File: config.mk
export PLATFORM = sky130hd
export DESIGN_NAME = dm_operand_loader_flat
export DESIGN_NICKNAME = d
export VERILOG_FILES = /design/src/rtl/dm_operand_loader_if.sv /design/src/rtl/dm_operand_loader.sv /design/src/flat_wrapper.sv
export SDC_FILE = /design/constraint.sdc
export NUM_CORES = 1
export LEC_CHECK = 0
export CORE_ASPECT_RATIO = 1.4
export CORE_MARGIN = 1
export CORE_UTILIZATION = 35
export CTS_BUF_LIST = sky130_fd_sc_hd__clkbuf_8
export CTS_CLUSTER_SIZE = 20
export DETAILED_ROUTE_END_ITERATION = 10
export PLACE_DENSITY_LB_ADDON = 0.25
export SETUP_SLACK_MARGIN = 0.15
export SYNTH_ARGS = -nofsm -noshare
export SYNTH_HDL_FRONTEND = slang
export SYNTH_SLANG_ARGS = --single-unit
export TNS_END_PERCENT = 5
File: constraint.sdc
create_clock -name clk -period 4.1 [get_ports clk]
set_input_delay 0.41 -clock clk [delete_from_list [all_inputs] [get_ports clk]]
set_output_delay 0.41 -clock clk [all_outputs]
set_load 0.01 [all_outputs]
File: src/rtl/dm_operand_loader_if.sv
// dm_operand_loader_if
//   Bundles the byte-stream handshake and the data-memory write port of the
//   boot-time operand loader.
//   master : the byte source / memory-side observer (bench or board glue)
//   slave  : the loader itself
//   in_valid, in_data  : byte stream into the loader
//   in_ready           : loader accepts a byte this cycle
//   dm_we, dm_addr,
//   dm_wdata           : data-memory write port driven by the loader
interface dm_operand_loader_if #(
   parameter int DATA_WIDTH = 32,
   parameter int ADDR_WIDTH = 8
);
   logic                  in_valid;
   logic [7:0]            in_data;
   logic                  in_ready;
   logic                  dm_we;
   logic [ADDR_WIDTH-1:0] dm_addr;
   logic [DATA_WIDTH-1:0] dm_wdata;

   modport master (
      output in_valid,
      output in_data,
      input  in_ready,
      input  dm_we,
      input  dm_addr,
      input  dm_wdata
   );

   modport slave (
      input  in_valid,
      input  in_data,
      output in_ready,
      output dm_we,
      output dm_addr,
      output dm_wdata
   );
endinterface

File: src/rtl/dm_operand_loader.sv
// dm_operand_loader
//   Boot-time loader upstream of the mips core. Assembles little-endian
//   32-bit words from a byte stream, writes WORD_COUNT words to consecutive
//   data-memory word addresses starting at BASE_ADDR (wrapping modulo
//   2^ADDR_WIDTH), then releases the core reset HOLD_CYCLES cycles after the
//   last write.
//   clk        : rising-edge clock
//   asyn_n_rst : asynchronous active-low reset
//   start      : begin a load (honoured in IDLE and RUN only)
//   bus        : byte stream in / data-memory write out (slave side)
//   cpu_n_rst  : active-low reset to the core, low for the whole load
//   busy       : load in progress
//   done       : load complete, core running
//
// state  | meaning
// -------+-----------------------------------------------------------
// IDLE   | after reset, waiting for the first start
// RECV   | accepting bytes of the current word (in_ready high)
// WRITE  | one-cycle dm_we pulse for the word just assembled
// HOLD   | all words written, core held in reset while counter runs
// RUN    | core released; start re-enters RECV for a new load
module dm_operand_loader #(
   parameter int DATA_WIDTH  = 32,
   parameter int ADDR_WIDTH  = 8,
   parameter int BASE_ADDR   = 0,
   parameter int WORD_COUNT  = 2,
   parameter int HOLD_CYCLES = 2
) (
   input  logic                      clk,
   input  logic                      asyn_n_rst,
   input  logic                      start,
   dm_operand_loader_if.slave        bus,
   output logic                      cpu_n_rst,
   output logic                      busy,
   output logic                      done
);

   localparam logic [2:0] S_IDLE  = 3'd0;
   localparam logic [2:0] S_RECV  = 3'd1;
   localparam logic [2:0] S_WRITE = 3'd2;
   localparam logic [2:0] S_HOLD  = 3'd3;
   localparam logic [2:0] S_RUN   = 3'd4;

   localparam int HOLD_W = $clog2(HOLD_CYCLES + 1);

   localparam logic [ADDR_WIDTH-1:0] BASE_A   = ADDR_WIDTH'(BASE_ADDR);
   localparam logic [ADDR_WIDTH-1:0] LAST_IDX = ADDR_WIDTH'(WORD_COUNT - 1);
   localparam logic [HOLD_W-1:0]     HOLD_INIT = HOLD_W'(HOLD_CYCLES);
   localparam logic [HOLD_W-1:0]     HOLD_ONE  = HOLD_W'(1);

   logic [2:0]            state;
   logic [ADDR_WIDTH-1:0] word_idx;
   logic [1:0]            byte_idx;
   // Only the three lower bytes need storage; the top byte goes straight
   // from in_data into dm_wdata on the accepting edge.
   logic [23:0]           asm_word;
   logic [HOLD_W-1:0]     hold_cnt;

   logic                  dm_we_r;
   logic [ADDR_WIDTH-1:0] dm_addr_r;
   logic [DATA_WIDTH-1:0] dm_wdata_r;
   logic                  accept;

   // in_ready is a pure state decode so no input can reach it combinationally.
   assign bus.in_ready = (state == S_RECV);
   assign bus.dm_we    = dm_we_r;
   assign bus.dm_addr  = dm_addr_r;
   assign bus.dm_wdata = dm_wdata_r;

   assign accept = (state == S_RECV) && bus.in_valid;

   always_ff @(posedge clk or negedge asyn_n_rst) begin
      if (!asyn_n_rst) begin
         state      <= S_IDLE;
         word_idx   <= '0;
         byte_idx   <= '0;
         asm_word   <= '0;
         hold_cnt   <= '0;
         dm_we_r    <= 1'b0;
         dm_addr_r  <= '0;
         dm_wdata_r <= '0;
         cpu_n_rst  <= 1'b0;
         busy       <= 1'b0;
         done       <= 1'b0;
      end else begin
         case (state)
            S_IDLE: begin
               if (start) begin
                  state    <= S_RECV;
                  busy     <= 1'b1;
                  word_idx <= '0;
                  byte_idx <= '0;
               end
            end

            S_RECV: begin
               if (accept) begin
                  if (byte_idx == 2'd3) begin
                     state      <= S_WRITE;
                     dm_we_r    <= 1'b1;
                     dm_wdata_r <= DATA_WIDTH'({bus.in_data, asm_word});
                     // Natural truncation gives the modulo-2^ADDR_WIDTH wrap.
                     dm_addr_r  <= BASE_A + word_idx;
                     byte_idx   <= '0;
                  end else begin
                     case (byte_idx)
                        2'd0:    asm_word[7:0]   <= bus.in_data;
                        2'd1:    asm_word[15:8]  <= bus.in_data;
                        default: asm_word[23:16] <= bus.in_data;
                     endcase
                     byte_idx <= byte_idx + 2'd1;
                  end
               end
            end

            S_WRITE: begin
               dm_we_r <= 1'b0;
               if (word_idx == LAST_IDX) begin
                  state    <= S_HOLD;
                  hold_cnt <= HOLD_INIT;
               end else begin
                  state    <= S_RECV;
                  word_idx <= word_idx + 1'b1;
                  byte_idx <= '0;
               end
            end

            S_HOLD: begin
               // Counter starts at HOLD_CYCLES (>=1); the edge taking it to
               // zero is the release edge.
               if (hold_cnt <= HOLD_ONE) begin
                  hold_cnt  <= '0;
                  state     <= S_RUN;
                  cpu_n_rst <= 1'b1;
                  done      <= 1'b1;
                  busy      <= 1'b0;
               end else begin
                  hold_cnt <= hold_cnt - 1'b1;
               end
            end

            S_RUN: begin
               if (start) begin
                  state     <= S_RECV;
                  cpu_n_rst <= 1'b0;
                  done      <= 1'b0;
                  busy      <= 1'b1;
                  word_idx  <= '0;
                  byte_idx  <= '0;
               end
            end

            default: state <= S_IDLE;
         endcase
      end
   end

endmodule

File: src/flat_wrapper.sv
// flat-port wrapper written by rule: the top's interface ports become plain ports
module dm_operand_loader_flat 
#(
   parameter int DATA_WIDTH  = 32,
   parameter int ADDR_WIDTH  = 8,
   parameter int BASE_ADDR   = 0,
   parameter int WORD_COUNT  = 2,
   parameter int HOLD_CYCLES = 2
)
  (clk, asyn_n_rst, start, cpu_n_rst, busy, done, bus_in_valid, bus_in_data, bus_in_ready, bus_dm_we, bus_dm_addr, bus_dm_wdata);
  dm_operand_loader_if #(.DATA_WIDTH(DATA_WIDTH), .ADDR_WIDTH(ADDR_WIDTH)) bus_i ();
  input  logic clk;
  input  logic asyn_n_rst;
  input  logic start;
  output logic cpu_n_rst;
  output logic busy;
  output logic done;
  input wire logic [$bits(bus_i.in_valid)-1:0] bus_in_valid;
  input wire logic [$bits(bus_i.in_data)-1:0] bus_in_data;
  output wire logic [$bits(bus_i.in_ready)-1:0] bus_in_ready;
  output wire logic [$bits(bus_i.dm_we)-1:0] bus_dm_we;
  output wire logic [$bits(bus_i.dm_addr)-1:0] bus_dm_addr;
  output wire logic [$bits(bus_i.dm_wdata)-1:0] bus_dm_wdata;
  assign bus_i.in_valid = bus_in_valid;
  assign bus_i.in_data = bus_in_data;
  assign bus_in_ready = bus_i.in_ready;
  assign bus_dm_we = bus_i.dm_we;
  assign bus_dm_addr = bus_i.dm_addr;
  assign bus_dm_wdata = bus_i.dm_wdata;
  dm_operand_loader #(.DATA_WIDTH(DATA_WIDTH), .ADDR_WIDTH(ADDR_WIDTH), .BASE_ADDR(BASE_ADDR), .WORD_COUNT(WORD_COUNT), .HOLD_CYCLES(HOLD_CYCLES)) u_core (.clk(clk), .asyn_n_rst(asyn_n_rst), .start(start), .bus(bus_i), .cpu_n_rst(cpu_n_rst), .busy(busy), .done(done));
endmodule
* Yosys cells after proc, flatten, opt, wreduce, memory -nomap -nowiden
Cells that the tools add are included.
** Cells by class
- Add/subtract/negate cells :: 3
- $lt $le $gt $ge :: 1
- Equal/unequal tests :: 14
- Muxes and demuxes :: 26
- Bitwise gates (word level) :: 2
- Reductions and logical operators :: 22
** Operator list (count)
- $reduce_and A4 Y1 :: 5
- $mux W8 :: 2
- $pmux W8 S2 :: 1
- $reduce_and A3 Y1 :: 5
- $mux W2 :: 7
- $mux W3 :: 4
- $pmux W3 S4 :: 1
- $ne A2 B1 Y1 const B :: 5
- $reduce_bool A2 Y1 :: 5
- $add A8 B1 Y8 const B :: 1
- $eq A8 B1 Y1 const B :: 1
- $eq A3 B2 Y1 const B :: 2
- $mux W1 :: 6
- $pmux W1 S2 :: 3
- $pmux W2 S3 :: 1
- $ne A2 B2 Y1 const B :: 2
- $pmux W2 S2 :: 1
- $reduce_or A2 Y1 :: 2
- $eq A3 B1 Y1 const B :: 1
- $eq A3 B3 Y1 const B :: 1
- $logic_not A3 Y1 :: 1
- $reduce_bool A3 Y1 :: 1
- $add A2 B1 Y2 const B :: 1
- $eq A2 B1 Y1 const B :: 1
- 7 further kinds :: 8
** Storage, ports and cells
- Flip-flop bits (word level) :: 82
- Bits of input ports :: 12
- Word-level logic and storage cells :: 80

* Longest topological paths before layout
Gate-level depths: netlist of run 1.
- Depth in word-level cells :: 4
- Gate-level depth with buffers :: 6

* Least setup slack after synthesis of run 1
No wires, ideal clock.
- Path kind :: reg2reg
- Start point :: reg u_core.word_idx[1]
- End point :: reg u_core.byte_idx[0]
- Library setup time :: 128 ps
- Arrival :: 1506 ps
- Slack :: 2466 ps
- Cell stages (with the launch flop) :: 7
- Path buffers :: 0
- Period minus slack after synthesis :: 1634 ps
- Cells stage by stage :: dfrtp_1 > inv_1 > ha_1 > nor4b_1 > nand3_1 > o21ai_1 > mux2_1
** Between the ends
- Cells in the longest elaborated chain, start to end :: 3
** Ends and longest elaborated chain
- from (decl) :: line dm_operand_loader.sv:52 : logic [ADDR_WIDTH-1:0] word_idx;
- from (signal assigned) :: line dm_operand_loader.sv:123 : word_idx <= word_idx + 1'b1;
- $eq A8 B1 Y1 :: line dm_operand_loader.sv:118 : if (word_idx == LAST_IDX) begin
- $ne A2 B2 Y1 (no line)
- $reduce_and A4 Y1 (no line)
- to (signal assigned) :: line dm_operand_loader.sv:111 : byte_idx <= byte_idx + 2'd1;
- to (decl) :: line dm_operand_loader.sv:53 : logic [1:0] byte_idx;
No other way between the ends.
A chain may end at the register's enable or synchronous reset.

* Worst setup path after layout of run 1
- Start point :: reg u_core.state[0]
- End point :: out bus_in_ready
** Between the ends
- Cells in the longest elaborated chain, start to end :: 1
** Ends and longest elaborated chain
- from (decl) :: line dm_operand_loader.sv:51 : logic [2:0] state;
- from (signal assigned) :: line dm_operand_loader.sv:74 : state <= S_IDLE;
- from (signal assigned) :: line dm_operand_loader.sv:89 : state <= S_RECV;
- from (signal assigned) :: line dm_operand_loader.sv:99 : state <= S_WRITE;
- $eq A3 B1 Y1 :: line dm_operand_loader.sv:65 : assign bus.in_ready = (state == S_RECV);
- to (decl) :: line flat_wrapper.sv:20 : output wire logic [$bits(bus_i.in_ready)-1:0] bus_in_ready;
No other way between the ends.

==> results of run 1 <==
==> cells in the mapped netlist, drive strengths merged <==
| library cell | instances | area share |
|---|---|---|
| a21boi | 2 | 0.0045 |
| a21o | 1 | 0.0022 |
| a21oi | 9 | 0.013 |
| a31o | 2 | 0.0052 |
| a31oi | 3 | 0.0056 |
| a41oi | 1 | 0.0026 |
| and2b | 1 | 0.0022 |
| and3 | 4 | 0.0074 |
| and4bb | 1 | 0.0037 |
| buf | 8 | 0.013 |
| dfrtp | 82 | 0.61 |
| ha | 6 | 0.022 |
| inv | 4 | 0.0045 |
| mux2 | 63 | 0.21 |
| mux2i | 1 | 0.0030 |
| nand2 | 11 | 0.014 |
| nand2b | 4 | 0.0074 |
| nand3 | 2 | 0.0030 |
| nand3b | 2 | 0.0045 |
| nand4 | 1 | 0.0019 |
| nor2 | 11 | 0.012 |
| nor2b | 3 | 0.0056 |
| nor3 | 2 | 0.0030 |
| nor3b | 1 | 0.0037 |
| nor4b | 1 | 0.0026 |
| o21a | 2 | 0.0045 |
| o21ai | 15 | 0.022 |
| o22a | 1 | 0.0026 |
| or4 | 1 | 0.0022 |
==> layer usage <==
metal  vias up  global-route usage
met5         -                   0
met4         0              0.0667
met3         9              0.0386
met2        42               0.232
met1      1056               0.174
li1        983                   -
==> power groups by stage <==
stage	Clock (mW)	Combinational, mW	Sequential [mW]
finish	0.684	1.07	1.40
global route	0.739	1.17	1.47
CTS	0.708	1.09	1.41
detailed placement	0	1.09	1.43
global placement	0	1.06	1.42
floorplan	0	0.499	1.44
==> worst max path at each step <==
| stage | startpoint | end | slack, ns | cells past startpoint |
|---|---|---|---|---|
| after floorplan | u_core.word_idx[1] | u_core.byte_idx[0] | 2.47 | 6 |
| after global placement | bus_in_valid | u_core.bus.dm_wdata[12] | 1.59 | 4 |
| after detailed placement | bus_in_valid | u_core.bus.dm_wdata[10] | 1.54 | 4 |
| after CTS | u_core.state[0] | u_core.bus.dm_wdata[9] | 1.83 | 3 |
| after global routing | u_core.state[0] | u_core.bus.dm_wdata[30] | 1.71 | 3 |
| final | u_core.state[0] | bus_in_ready | 1.89 | 3 |
==> cell families (layout without fill, tap and decap cells) <==
kind of cell | count (synthesis) | after routing | synth area share
flip-flops | 82 | 82 | 0.610
multiplexers | 64 | 64 | 0.214
AND/OR/NAND/NOR | 45 | 45 | 0.0733
AO/OA/AOI/OAI | 36 | 36 | 0.0629
buffers and inverters | 12 | 76 | 0.0171
adder cells (fa/ha/maj) | 6 | 6 | 0.0223
==> worst max-delay path, stage by stage (launching register included) <==
cell,delay (ns)
dfrtp_1,0.55
nor2b_1,0.20
nor2b_1,0.15
clkdlybuf4s50_1,0.54
==> cells in the final DEF (no fill, tap or decap), drive strengths merged, types with 6 or more instances in the layout <==
| cell type | n |
|---|---|
| ha | 6 |
| inv | 6 |
| o21ai | 15 |
| mux2 | 63 |
| clkbuf | 9 |
| a21oi | 9 |
| dfrtp | 82 |
| nand2 | 11 |
| clkdlybuf4s50 | 55 |
| nor2 | 11 |
==> sequential cells by signal, summed over array words and instances (netlist names) <==
name	count
u_core.asm_word	24
u_core.bus.dm_addr	8
u_core.bus.dm_wdata	32
u_core.bus.dm_we	1
u_core.busy	1
u_core.byte_idx	2
u_core.cpu_n_rst	1
u_core.hold_cnt	2
u_core.state	3
u_core.word_idx	8
==> per-stage QoR <==
stage | worst slack, ns | instance area (um2) | power [mW] | hold WS, ns
after floorplan | 2.47 | 3360 | 1.94 | 0.114
after global placement | 1.59 | 4020 | 2.48 | 0.461
after detailed placement | 1.54 | 4020 | 2.52 | 0.469
after CTS | 1.83 | 4250 | 3.22 | 0.263
after global routing | 1.71 | 4250 | 3.38 | 0.308
final | 1.89 | 4250 | 3.16 | 0.225
==> final cells by class <==
cell class / count / area (um2) / share of cell area
clock buffers: 9 / 124 / 0.0291
clock inverters: 7 / 110 / 0.0259
inverters: 4 / 15.0 / 0.00353
multi-input cells: 151 / 1250 / 0.295
flip-flops and latches: 82 / 2050 / 0.483
well taps: 110 / 138 / 0.0324
repair buffers: 56 / 558 / 0.131
==> metrics, run 1 <==
Least-Margin Pin Slew 1.04 ns; gp weighted congestion 0.745; WS Path Type reg -> out; CTS root buf clkbuf_8; R2R cell count 3; Required @ worst endpoint 3.69 ns; WL final 6410 um; Die Width roughly 85 um; Max clock buf depth 2; post-DP HPWL 4170 um; worst r2r src u_core.state[0]; H-tree levels 3; startpoint types register; total CTS buffers 9; largest net degree at the start of global routing 83; Seq/Total Area, Yosys 0.610; IO buf count 56; Worst Clk Skew 0.0114 ns; Vias 2090; Max-Cap Viols 0; Ys Warns 0; VDD IR-drop max 0.000241 V; P&R area growth vs syn 26.5%; layout cells sized above 1 0.0971; fmax 0.453 GHz; Die Height 118 um; placed cell count 403; Power Density 744 nW/um2; core area 9410 um2; final slew viol count 0; post-synthesis cell area 3360 um2; Comb power frac 0.340; global route overflow 0; clk slew on worst S/H paths 0.09 ns; relative slew slack 0.309; CTS tree yes; endpoints failing setup 0; clock sink total between 80 and 90; Routed WL per cell 15.3 um; Filler cells between 800 and 900; vias in the first global route about 2100; DR iter-0 viols 82; failing checks DRC; Avg Cell Area, Syn about 14 um2; Setup Fix Bufs, Post-CTS 0; initial antenna violation count 0; Mapped Cells 245; Worst Setup End Kind output port; drt drc 4; worst skew pair latency 0.36 ns; sw frac 0.302; CTS resizes 0; Die ar. around 10000 um2; Rows 42; Tmin final 2.21 ns; endpoints failing hold 0; period utilization 0.538; P_sw 0.955 mW; class of the worst hold path in -> async; Reg power frac 0.444; critical path arrival 1.80 ns; Core Util, Final 0.452; outcome finished with violations; Routed Antenna Nets 0; Sum Neg Setup Slack 0 ns; Vias/cell approximately 5; Clock power frac 0.216; max layer used met4; first-pass GRT wire length 10800 um; Initial Utilization 0.357; Worst R2R Setup Slack 1.90 ns; leak pwr 1.89 nW; Ports between 50 and 60; DR pass1 iterations 9; met2 WL post-DR 3230 um; Int Power 2.21 mW; library cells used by synthesis 34; nets 322; WL met1 2820 um; hold buffer count at CTS 0; met3 routed WL 245 um; post-route insts no fill 419; Crit Path Max Fanout 11; Synth Register Bits 82; Total GRT Usage 0.142; syn_nets 263; RSZ-0062 raised after global routing no; ANT cells 0; r2r endpoint u_core.bus.dm_wdata[30]
Note: power is estimated with default switching activity, not from simulation.
==> run 2, diff against run 1 <==
clock period = 2.26 ns   (was 4.1 ns; I/O delays follow)
==> run 2 against run 1 <==
  * Non-clock buffer count rose by 4
  * Design area up 0.74%
  * Sequential cell count unchanged
  * Critical path type unchanged
  * Die area stayed put
  * Worst hold slack gained 0.19 ns
  * Worst setup slack got worse by 1.5 ns
  * The flow still finishes with violations (DRC)
==> metrics, run 2 (synthesis gave the netlist of run 1 again) <==
Rows 42 (unchanged); vias in the first global route 2183 (+2.1%); Power Density 1320 nW/um2 (+78%); worst r2r src u_core.word_idx[1]; Max clock buf depth 2 (unchanged); failing checks DRC; r2r endpoint u_core.byte_idx[0]; Largest register FFs 32 (unchanged); H-tree levels 3 (unchanged); core area 9410 um2 (unchanged); leak pwr 1.90 nW (+0.68%); outcome finished with violations; critical path's slowest cell clkdlybuf4s50_1; WL final 6440 um (+0.41%); drt drc 4 (unchanged); largest net degree at the start of global routing 45 (-46%); RSZ-0062 raised after global routing no; VDD IR-drop max 0.000583 V (+140%); endpoints failing setup 0 (unchanged); placed cell count 406 (+0.74%); total CTS buffers 9 (unchanged); post-DP HPWL 4380 um (+5.2%); worst skew pair latency 0.34 ns (-0.02 ns); WS Path Type reg -> out; final slew viol count 0 (unchanged); nets 326 (+1.2%); startpoint types register; CP cell instances nor2b_1, nor2b_1, clkdlybuf4s50_1; Least-Margin Pin Slew 0.575 ns (-0.461 ns); global route overflow 0 (unchanged); DR iter-0 viols 97 (+18%); post-route insts no fill 423 (+0.95%); ANT cells 0 (unchanged); Initial Utilization 0.357 (unchanged); Worst Setup End Kind output port; Crit Path Max Fanout 11 (unchanged); clk slew on worst S/H paths 0.08 ns (about the same); Routed Antenna Nets 0 (unchanged); Total GRT Usage 0.139 (-0.00299); Required @ worst endpoint 2.03 ns (-1.66 ns); R2R cell count 6 (+3); relative slew slack 0.616 (+0.307); layout cells sized above 1 0.112 (+0.0147); commonest non-fill, non-tap cell in the layout dfrtp_1; initial antenna violation count 0 (unchanged); Worst Clk Skew 0.00817 ns (-0.00325 ns); CTS tree yes; P&R area growth vs syn 27.4%; Worst R2R Setup Slack 0.39 ns (-1.51 ns); gp weighted congestion 0.815 (+9.4%); Max-Cap Viols 0 (unchanged); period utilization 0.846; Tmin final 1.91 ns; first-pass GRT wire length 10800 um (+0.45%); Routed WL per cell 15.2 um (-0.54%); Ports 57 (unchanged); crit-path most repeated cell nor2b_1; IO buf count 56 (unchanged); fmax 0.523 GHz; slowest stage delay, CP 0.54 ns (about the same); most frequent cells in the layout dfrtp_1, mux2_1, clkdlybuf4s50_1, o21ai_0, nor2_1; class of the worst hold path in -> async; DR pass1 iterations 7 (-2); clock sink total 82 (unchanged); Die Width 84.8 um (unchanged); Vias 2119 (+1.4%); Die ar. 10000 um2 (unchanged); Vias/cell 5.01 (+0.43%); Sum Neg Setup Slack 0 ns (unchanged); Setup Fix Bufs, Post-CTS 0 (unchanged); CTS root buf clkbuf_8; critical path arrival 1.69 ns (-0.11 ns); Die Height 118 um (unchanged); endpoints failing hold 0 (unchanged); Core Util, Final 0.455 (+0.00333)
[run 2: how the worst max path moves through the flow]
stage / from / endpoint / slack [ns] / depth (start not counted)
floorplan: u_core.word_idx[1] / u_core.byte_idx[0] / 0.63 / 6
global placement: bus_in_valid / u_core.asm_word[19] / 0.41 / 4
detailed placement: bus_in_valid / u_core.asm_word[5] / 0.36 / 5
CTS: u_core.state[0] / bus_in_ready / 0.24 / 3
global route: u_core.state[0] / bus_in_ready / 0.21 / 3
finish: u_core.state[0] / bus_in_ready / 0.35 / 3
[run 2: layer usage]
layer / vias to the layer above / track usage / share of wire / wire length, um
met5: - / 0 / 0 / 0
met4: 0 / 0.0636 / 0.017 / 111
met3: 12 / 0.0344 / 0.038 / 243
met2: 47 / 0.226 / 0.50 / 3220
met1: 1067 / 0.175 / 0.44 / 2860
li1: 993 / - / - / -
[run 2: timing repair]
action / CTS / global route
setup endpoints to repair: 0 / 1
hold buffers: 1 / 0
gates resized for setup: 0 / 1
endpoints found under the hold margin: 43 / 0
[run 2: per-stage QoR]
step / cell area (um2) / setup WS, ns / hold slack, ns / total power [mW]
floorplan: 3360 / 0.626 / -0.0696 / 3.52
global placement: 4050 / 0.410 / 0.269 / 4.53
detailed placement: 4050 / 0.363 / 0.259 / 4.59
CTS: 4280 / 0.236 / 0.410 / 5.77
global route: 4280 / 0.211 / 0.455 / 6.05
finish: 4280 / 0.348 / 0.411 / 5.67
[run 2: where the power goes]
group / switching (mW) / internal [mW] / total (mW)
Combinational: 0.795 / 1.17 / 1.96
Clock: 0.509 / 0.645 / 1.15
Sequential: 0.427 / 2.13 / 2.55
[run 2: area by class of cell]
type / count / area [um2]
Inverter: 4 / 15.0
Tap cell: 110 / 138
Timing Repair Buffer: 60 / 603
Clock inverter: 6 / 81.3
Sequential cell: 82 / 2050
Fill cell: 880 / 5120
Multi-Input combinational cell: 151 / 1250
Clock buffer: 10 / 138
[run 2: worst max-delay path: cells and delay by family (launching register included)]
kind,cells,cell delay [ns]
flops,1,0.48
simple gates,2,0.33
buf+inv,1,0.54
